<file path="config.mk">
export PLATFORM = sky130hd
export DESIGN_NAME = cmdin_acc_arbiter
export DESIGN_NICKNAME = d
export VERILOG_FILES = /design/src/rtl/cmdin_acc_arbiter.sv
export SDC_FILE = /design/constraint.sdc
export NUM_CORES = 1
export LEC_CHECK = 0
export ABC_AREA = 1
export BUFFER_PORTS_ARGS = -buffer_cell sky130_fd_sc_hd__buf_2
export CAP_MARGIN = 20
export CORE_AREA = 2 2 84 86
export DETAILED_ROUTE_END_ITERATION = 16
export DIE_AREA = 0 0 86 88
export GPL_ROUTABILITY_DRIVEN = 0
export SKIP_LAST_GASP = 1
export SYNTH_ARGS = -nofsm -noshare
export SYNTH_HDL_FRONTEND = slang
export SYNTH_SLANG_ARGS = --single-unit
</file>
<file path="constraint.sdc">
create_clock -name clk -period 1.4 [get_ports clk]
set_input_delay 0 -clock clk [delete_from_list [all_inputs] [get_ports clk]]
set_output_delay 0 -clock clk [all_outputs]
set_load 0.03 [all_outputs]
</file>
<file path="src/rtl/cmdin_acc_arbiter.sv">
// cmdin_acc_arbiter
//   Packet-atomic round-robin arbiter merging NUM_SRCS AXI-Stream command
//   sources (host cmdin queue, accelerator spawn-out queue) into the single
//   cmdin stream of the accelerator interconnect. A granted source owns the
//   output until its tlast beat transfers. Each packet costs one idle cycle
//   for arbitration.
//
//   A word parser follows the command layout of the granted stream:
//     header : code at data[CMD_TYPE_H:CMD_TYPE_L] (= [7:0]),
//              nArgs at data[NUM_ARGS_OFFSET +: 8] (= [15:8])
//     codes  : SETUP_HW_INST = 8'h01, EXEC_PERI_TASK = 8'h03
//              (EXEC_TASK = 8'h02 and all others take the generic path)
//     flag   : flag bits in the low word, argument index in data[63:32]
//
//   Optional feature, macro CMDIN_COPY_OPT_EN: a per-(tdest, argIdx) table of
//   the last argument seen lets the block clear the copy-in bit (flag bit 4)
//   when an accelerator already holds the same argument. FLAG beats are
//   absorbed and re-emitted just ahead of their ARG beat. Without the macro
//   every beat passes through unmodified. tdest is assumed < NUM_ACCS and
//   MAX_ARGS >= 2.
//
// Ports
//   clk, rst        clock, synchronous active-high reset
//   s_valid/s_ready per-source tvalid/tready
//   s_data          per-source tdata, source i at [64*i +: 64]
//   s_dest          per-source tdest, source i at [ACC_BITS*i +: ACC_BITS]
//   s_last          per-source tlast
//   m_valid/m_ready cmdin tvalid/tready
//   m_data/m_dest/m_last  cmdin tdata/tdest/tlast
//   grant           source currently owning the output
//   busy            high while a packet is in flight
module cmdin_acc_arbiter #(
  parameter int NUM_SRCS = 2,
  parameter int NUM_ACCS = 16,
  parameter int ACC_BITS = 4,
  parameter int MAX_ARGS = 15
) (
  input  logic                         clk,
  input  logic                         rst,
  input  logic [NUM_SRCS-1:0]          s_valid,
  output logic [NUM_SRCS-1:0]          s_ready,
  input  logic [NUM_SRCS*64-1:0]       s_data,
  input  logic [NUM_SRCS*ACC_BITS-1:0] s_dest,
  input  logic [NUM_SRCS-1:0]          s_last,
  output logic                         m_valid,
  input  logic                         m_ready,
  output logic [63:0]                  m_data,
  output logic [ACC_BITS-1:0]          m_dest,
  output logic                         m_last,
  output logic [$clog2(NUM_SRCS)-1:0]  grant,
  output logic                         busy
);

  localparam int GW              = $clog2(NUM_SRCS);
  localparam int CMD_TYPE_L      = 0;
  localparam int CMD_TYPE_H      = 7;
  localparam int NUM_ARGS_OFFSET = 8;
  localparam logic [7:0] SETUP_HW_INST_CODE  = 8'h01;
  localparam logic [7:0] EXEC_PERI_TASK_CODE = 8'h03;

  typedef enum logic {IDLE, PASS} arb_state_t;
  typedef enum logic [2:0] {P_HDR, P_TID, P_PTID, P_PERI, P_FLAG, P_ARG} parse_state_t;

  arb_state_t   arb_state;
  parse_state_t pstate;
  logic [GW-1:0]       rr_ptr;
  logic [7:0]          code;
  logic [7:0]          nargs;
  logic [7:0]          arg_idx;
  logic                g_valid;
  logic                g_last;
  logic [63:0]         g_data;
  logic [ACC_BITS-1:0] g_dest;
  logic                take;

  // First requester at or after ptr, scanning cyclically.
  function automatic logic [GW-1:0] rr_pick(input logic [NUM_SRCS-1:0] req,
                                            input logic [GW-1:0] ptr);
    logic [GW-1:0] sel;
    logic          found;
    int            idx;
    sel   = ptr;
    found = 1'b0;
    for (int k = 0; k < NUM_SRCS; k++) begin
      idx = (int'(ptr) + k) % NUM_SRCS;
      if (!found && req[idx]) begin
        sel   = GW'(idx);
        found = 1'b1;
      end
    end
    return sel;
  endfunction

  assign g_valid = s_valid[grant];
  assign g_last  = s_last[grant];
  assign g_data  = s_data[64*grant +: 64];
  assign g_dest  = s_dest[ACC_BITS*grant +: ACC_BITS];

  // A beat is consumed from the granted source (passed or absorbed).
  assign take = g_valid & s_ready[grant];

`ifdef CMDIN_COPY_OPT_EN
  localparam int IDX_W = $clog2(MAX_ARGS);

  logic              tbl_vld [NUM_ACCS][MAX_ARGS];
  logic [63:0]       tbl_arg [NUM_ACCS][MAX_ARGS];
  logic [63:0]       flag_q;
  logic              flag_held;
  logic [IDX_W-1:0]  tidx;
  logic              idx_ok;
  logic              absorb;
  logic              emit;
  logic              hit;
  logic              tbl_wr;
  logic [63:0]       flag_out;

  assign tidx   = arg_idx[IDX_W-1:0];
  assign idx_ok = arg_idx < 8'(MAX_ARGS);
  // A FLAG beat carrying tlast cannot be held back without losing the
  // packet end, so it is passed through untouched.
  assign absorb = (arb_state == PASS) && (pstate == P_FLAG) && !g_last;
  assign emit   = (arb_state == PASS) && (pstate == P_ARG) && flag_held;
  assign hit    = flag_q[4] && idx_ok && tbl_vld[g_dest][tidx] &&
                  (tbl_arg[g_dest][tidx] == g_data);
  assign flag_out = {flag_q[63:5], flag_q[4] & ~hit, flag_q[3:0]};
  assign tbl_wr = take && (pstate == P_ARG) && !flag_held && idx_ok;

  always_ff @(posedge clk) begin
    if (rst) begin
      flag_held <= 1'b0;
    end else if (absorb && take) begin
      flag_held <= 1'b1;
    end else if (emit && g_valid && m_ready) begin
      flag_held <= 1'b0;
    end
  end

  always_ff @(posedge clk) begin
    if (absorb && take) flag_q <= g_data;
  end

  always_ff @(posedge clk) begin
    if (rst) begin
      for (int a = 0; a < NUM_ACCS; a++)
        for (int b = 0; b < MAX_ARGS; b++)
          tbl_vld[a][b] <= 1'b0;
    end else if (tbl_wr) begin
      tbl_vld[g_dest][tidx] <= flag_q[4];
    end
  end

  always_ff @(posedge clk) begin
    if (tbl_wr) tbl_arg[g_dest][tidx] <= g_data;
  end
`else
  logic unused_cfg;
  assign unused_cfg = ^{MAX_ARGS, NUM_ACCS};
`endif

  always_comb begin
    m_valid = 1'b0;
    m_data  = '0;
    m_dest  = '0;
    m_last  = 1'b0;
    s_ready = '0;
    if (arb_state == PASS) begin
`ifdef CMDIN_COPY_OPT_EN
      if (absorb) begin
        s_ready[grant] = 1'b1;
      end else if (emit) begin
        m_valid = g_valid;
        m_data  = flag_out;
        m_dest  = g_dest;
      end else begin
        m_valid        = g_valid;
        m_data         = g_data;
        m_dest         = g_dest;
        m_last         = g_last;
        s_ready[grant] = m_ready;
      end
`else
      m_valid        = g_valid;
      m_data         = g_data;
      m_dest         = g_dest;
      m_last         = g_last;
      s_ready[grant] = m_ready;
`endif
    end
  end

  always_ff @(posedge clk) begin
    if (rst) begin
      arb_state <= IDLE;
      rr_ptr    <= '0;
      grant     <= '0;
      busy      <= 1'b0;
    end else begin
      case (arb_state)
        IDLE: begin
          if (|s_valid) begin
            grant     <= rr_pick(s_valid, rr_ptr);
            busy      <= 1'b1;
            arb_state <= PASS;
          end
        end
        PASS: begin
          if (take && g_last) begin
            rr_ptr    <= (grant == GW'(NUM_SRCS - 1)) ? '0 : grant + 1'b1;
            busy      <= 1'b0;
            arb_state <= IDLE;
          end
        end
        default: arb_state <= IDLE;
      endcase
    end
  end

  always_ff @(posedge clk) begin
    if (rst) begin
      pstate <= P_HDR;
    end else if (take) begin
      if (g_last) begin
        pstate <= P_HDR;
      end else begin
        case (pstate)
          P_HDR:  pstate <= P_TID;
          P_TID:  pstate <= (code == SETUP_HW_INST_CODE) ? P_HDR : P_PTID;
          P_PTID: begin
            if (code == EXEC_PERI_TASK_CODE) pstate <= P_PERI;
            else if (nargs != 8'd0)          pstate <= P_FLAG;
            else                             pstate <= P_HDR;
          end
          P_PERI: pstate <= (nargs != 8'd0) ? P_FLAG : P_HDR;
          P_FLAG: pstate <= P_ARG;
          P_ARG:  pstate <= (arg_idx + 8'd1 == nargs) ? P_HDR : P_FLAG;
          default: pstate <= P_HDR;
        endcase
      end
    end
  end

  // Header fields and argument counter are only meaningful once the parser
  // has seen a header beat, so they carry no reset.
  always_ff @(posedge clk) begin
    if (take) begin
      if (pstate == P_HDR) begin
        code    <= g_data[CMD_TYPE_H:CMD_TYPE_L];
        nargs   <= g_data[NUM_ARGS_OFFSET +: 8];
        arg_idx <= 8'd0;
      end else if (pstate == P_ARG) begin
        arg_idx <= arg_idx + 8'd1;
      end
    end
  end

endmodule

</file>
==> reports/metrics.cfg <==
[floorplanning]
start_util_pct=17.7
die_w_um=86
rows=30
floorplan.die_area_um2=7570
io_pins=217
die_y_um=88
placeableCoreArea_um2=6640

[sta]
period_share_pct=94.8
slew_viol_final=0
rsz0062_at_grt=yes
finalHoldViolCount=0
max_clock_freq_ghz=0.754
tightest_slew_ps=269
setup_violations=0
slew_headroom_pct=82.0
finalCriticalPeriod_ps=1330
fin_worst_skew_ps=1.02
final.setup.tns_ps=0

[synthesis]
netlist_area_um2=1180
synth_top_cell_by_area=nand2_1
synthDistinctLibCells=14
yosys_most_used_dff=dfxtp_1
synthesis.nets=406
ys_top_cells_by_count=145 x nand2_1, 70 x a21oi_1, 11 x clkbuf_1
ys_warn_count=0
netlist.area_leader.share_pct=46.2
async_flop_share_pct=0
synth.area.top_cells=nand2_1 46%, a21oi_1 30%, dfxtp_1 6.8%, clkbuf_1 3.5%, buf_2 3.4%
synth-seq-cells=4
ys_seq_area_share_pct=6.80
synth.most_common_cell=nand2_1
synth_enable_flop_cells=0
synth.avg_cell_area_um2=4.48
syn_inst=263

[setup_path]
setup.worst_path.class=flop to output pin
r2r_cells=6
crit_slowest_cell=dfxtp_2
cp_num_cells=4
path_max_fanout=22
reg2reg_from=grant
r2r_slack_ps=210
cp.required_ps=1400
end_kind=output pin
cp-start-kind=flop
cp.arrival_ps=1330
path_cells=buf_4 -> nand3_1 -> nand2_1 -> buf_2
r2r_end=busy
cpLargestDelayFamily=buffers and inverters
slowest_delay_ps=370
cp_num_buf_inv=2

[min_path]
whs_endpoint=arb_state
hold_depth=3
worstHoldStart=s_valid[0]
hold_class=input port to flop

[drt]
dr.pass1.iters=4
drc=0
viasPerCell=4.32
drtIter0Drc=35
vias=2382
drt_wl_total_mm=5.93
antenna_left=0
wl_per_cell_um=10.7

[cts]
clock_latency_ps=220
cts_tree=done
numClockSinks=4
path_clk_slew_ps=30
cts_root_buf=clkbuf_8
htreeDepth=1
clk_path_buf_depth=2
cts_buffers=3

[placed_design]
hpwl_mm=4.96
io_buffers=216
dp_cells=548

[final_layout]
drive_gt1_share_pct=64.6
multiInputGateArea_um2=1220
n_antenna_cell=0
instances_no_fill=552
n_fill_cell=754
nets=617
areaGrowthSynthToFinish_pct=129
seq_area_um2=82.6

[power_and_ir_drop]
total_power_w=0.00148
power_density_nw_per_um2=552
leakage_nw=1.54
ir_drop_v=0.000478

[grt]
antenna_found_initial=0
globalRouteOverflowTotal=0
grt_pass1_wl_mm=8.67
grt_pass1_vias=2026
grt_max_degree=32
grt.total_usage_pct=13.5

[status]
status=finished, final reports clean

[job]
max_cap_violations=0

metal layers:
layer / share of wire [%] / GRT usage (%) / vias up
met5: 0 / 0 / -
met4: 0.27 / 1.59 / 0
met3: 8.0 / 2.64 / 4
met2: 52 / 26.3 / 105
met1: 40 / 15.7 / 1017
li1: - / - / 1256
metrics by stage:
| step | hold WS, ps | area (µm²) | util, % | setup slack, ps |
|---|---|---|---|---|
| after global placement | 181 | 2620 | 39.4 | 249 |
| after detailed placement | 180 | 2620 | 39.4 | 214 |
| after CTS | 62.0 | 2670 | 40.2 | 0.939 |
| final | 67.4 | 2690 | 40.5 | 72.9 |
| after global routing | 70.3 | 2690 | 40.5 | -27.5 |
| after floorplan | 69.1 | 1440 | - | 15.5 |
area by class of cell:
class	instances	share of cell area, %
repair buffers	228	44.9
multi-input cells	228	45.5
inverters	9	1.30
flip-flops and latches	4	3.07
well taps	80	3.72
clock buffers	3	1.53
sequential cells by signal, indices dropped and copies added (netlist names):
| signal | count |
|---|---|
| rr_ptr | 1 |
| arb_state | 1 |
| grant | 1 |
| busy | 1 |
how the worst max path moves through the flow:
stage	from	slack (ps)	endpoint
2_1_floorplan	grant	20	busy
3_3_place_gp	grant	250	busy
3_5_place_dp	grant	210	rr_ptr
4_1_cts	arb_state	0.9	m_data[14]
5_1_grt	grant	-30	m_valid
6_report	grant	70	m_valid
cells in the final DEF, fill, tap and decap left out:
cell type,netlist,routed
dlygate4sd3_1,0,1
dfxtp_2,0,2
buf_2,8,215
nor3_2,0,2
nand3_1,4,4
o211ai_1,1,1
nor3_1,3,1
dfxtp_1,4,2
buf_4,3,6
clkbuf_4,0,1
o21ai_0,1,1
buf_12,0,1
buf_8,0,1
clkbuf_8,0,3
inv_1,7,7
nand2_1,145,145
nor2_1,3,3
a21oi_1,70,2
a21oi_2,0,68
inv_2,2,1
clkinv_2,0,1
nor2_2,1,1
buf_6,0,3
report_power, final:
group          switching [W]  internal, W  total [W]
clock network      0.0000595     0.000183   0.000243
logic               0.000706     0.000404    0.00111
registers         0.00000752     0.000124   0.000131
total               0.000773     0.000711    0.00148
worst reg2reg max path: stages, from the launching register on:
cell and delay, ps:
dfxtp_2 370, buf_4 260, nand3_1 110, nand2_1 140, nand2_1 80, nand3_1 70
inv_1 40
logic make-up (layout without fill, tap and decap cells):
| logic type | count (synthesis) | after routing | share of synthesized area (%) |
|---|---|---|---|
| and+or+nand+nor | 156 | 156 | 50.7 |
| AOI/OAI and AO/OA | 72 | 72 | 30.8 |
| buffers and inverters | 31 | 240 | 11.7 |
| DFF | 4 | 4 | 6.80 |
what timing repair did:
item / CTS / global route
hold buffers: 1 / 0
endpoints found under the setup margin: 0 / 61
buffers inserted: 0 / 0
gates resized for setup: 0 / 7
endpoints found under the hold margin: 1 / 0
(Power assumes the default switching activity.)
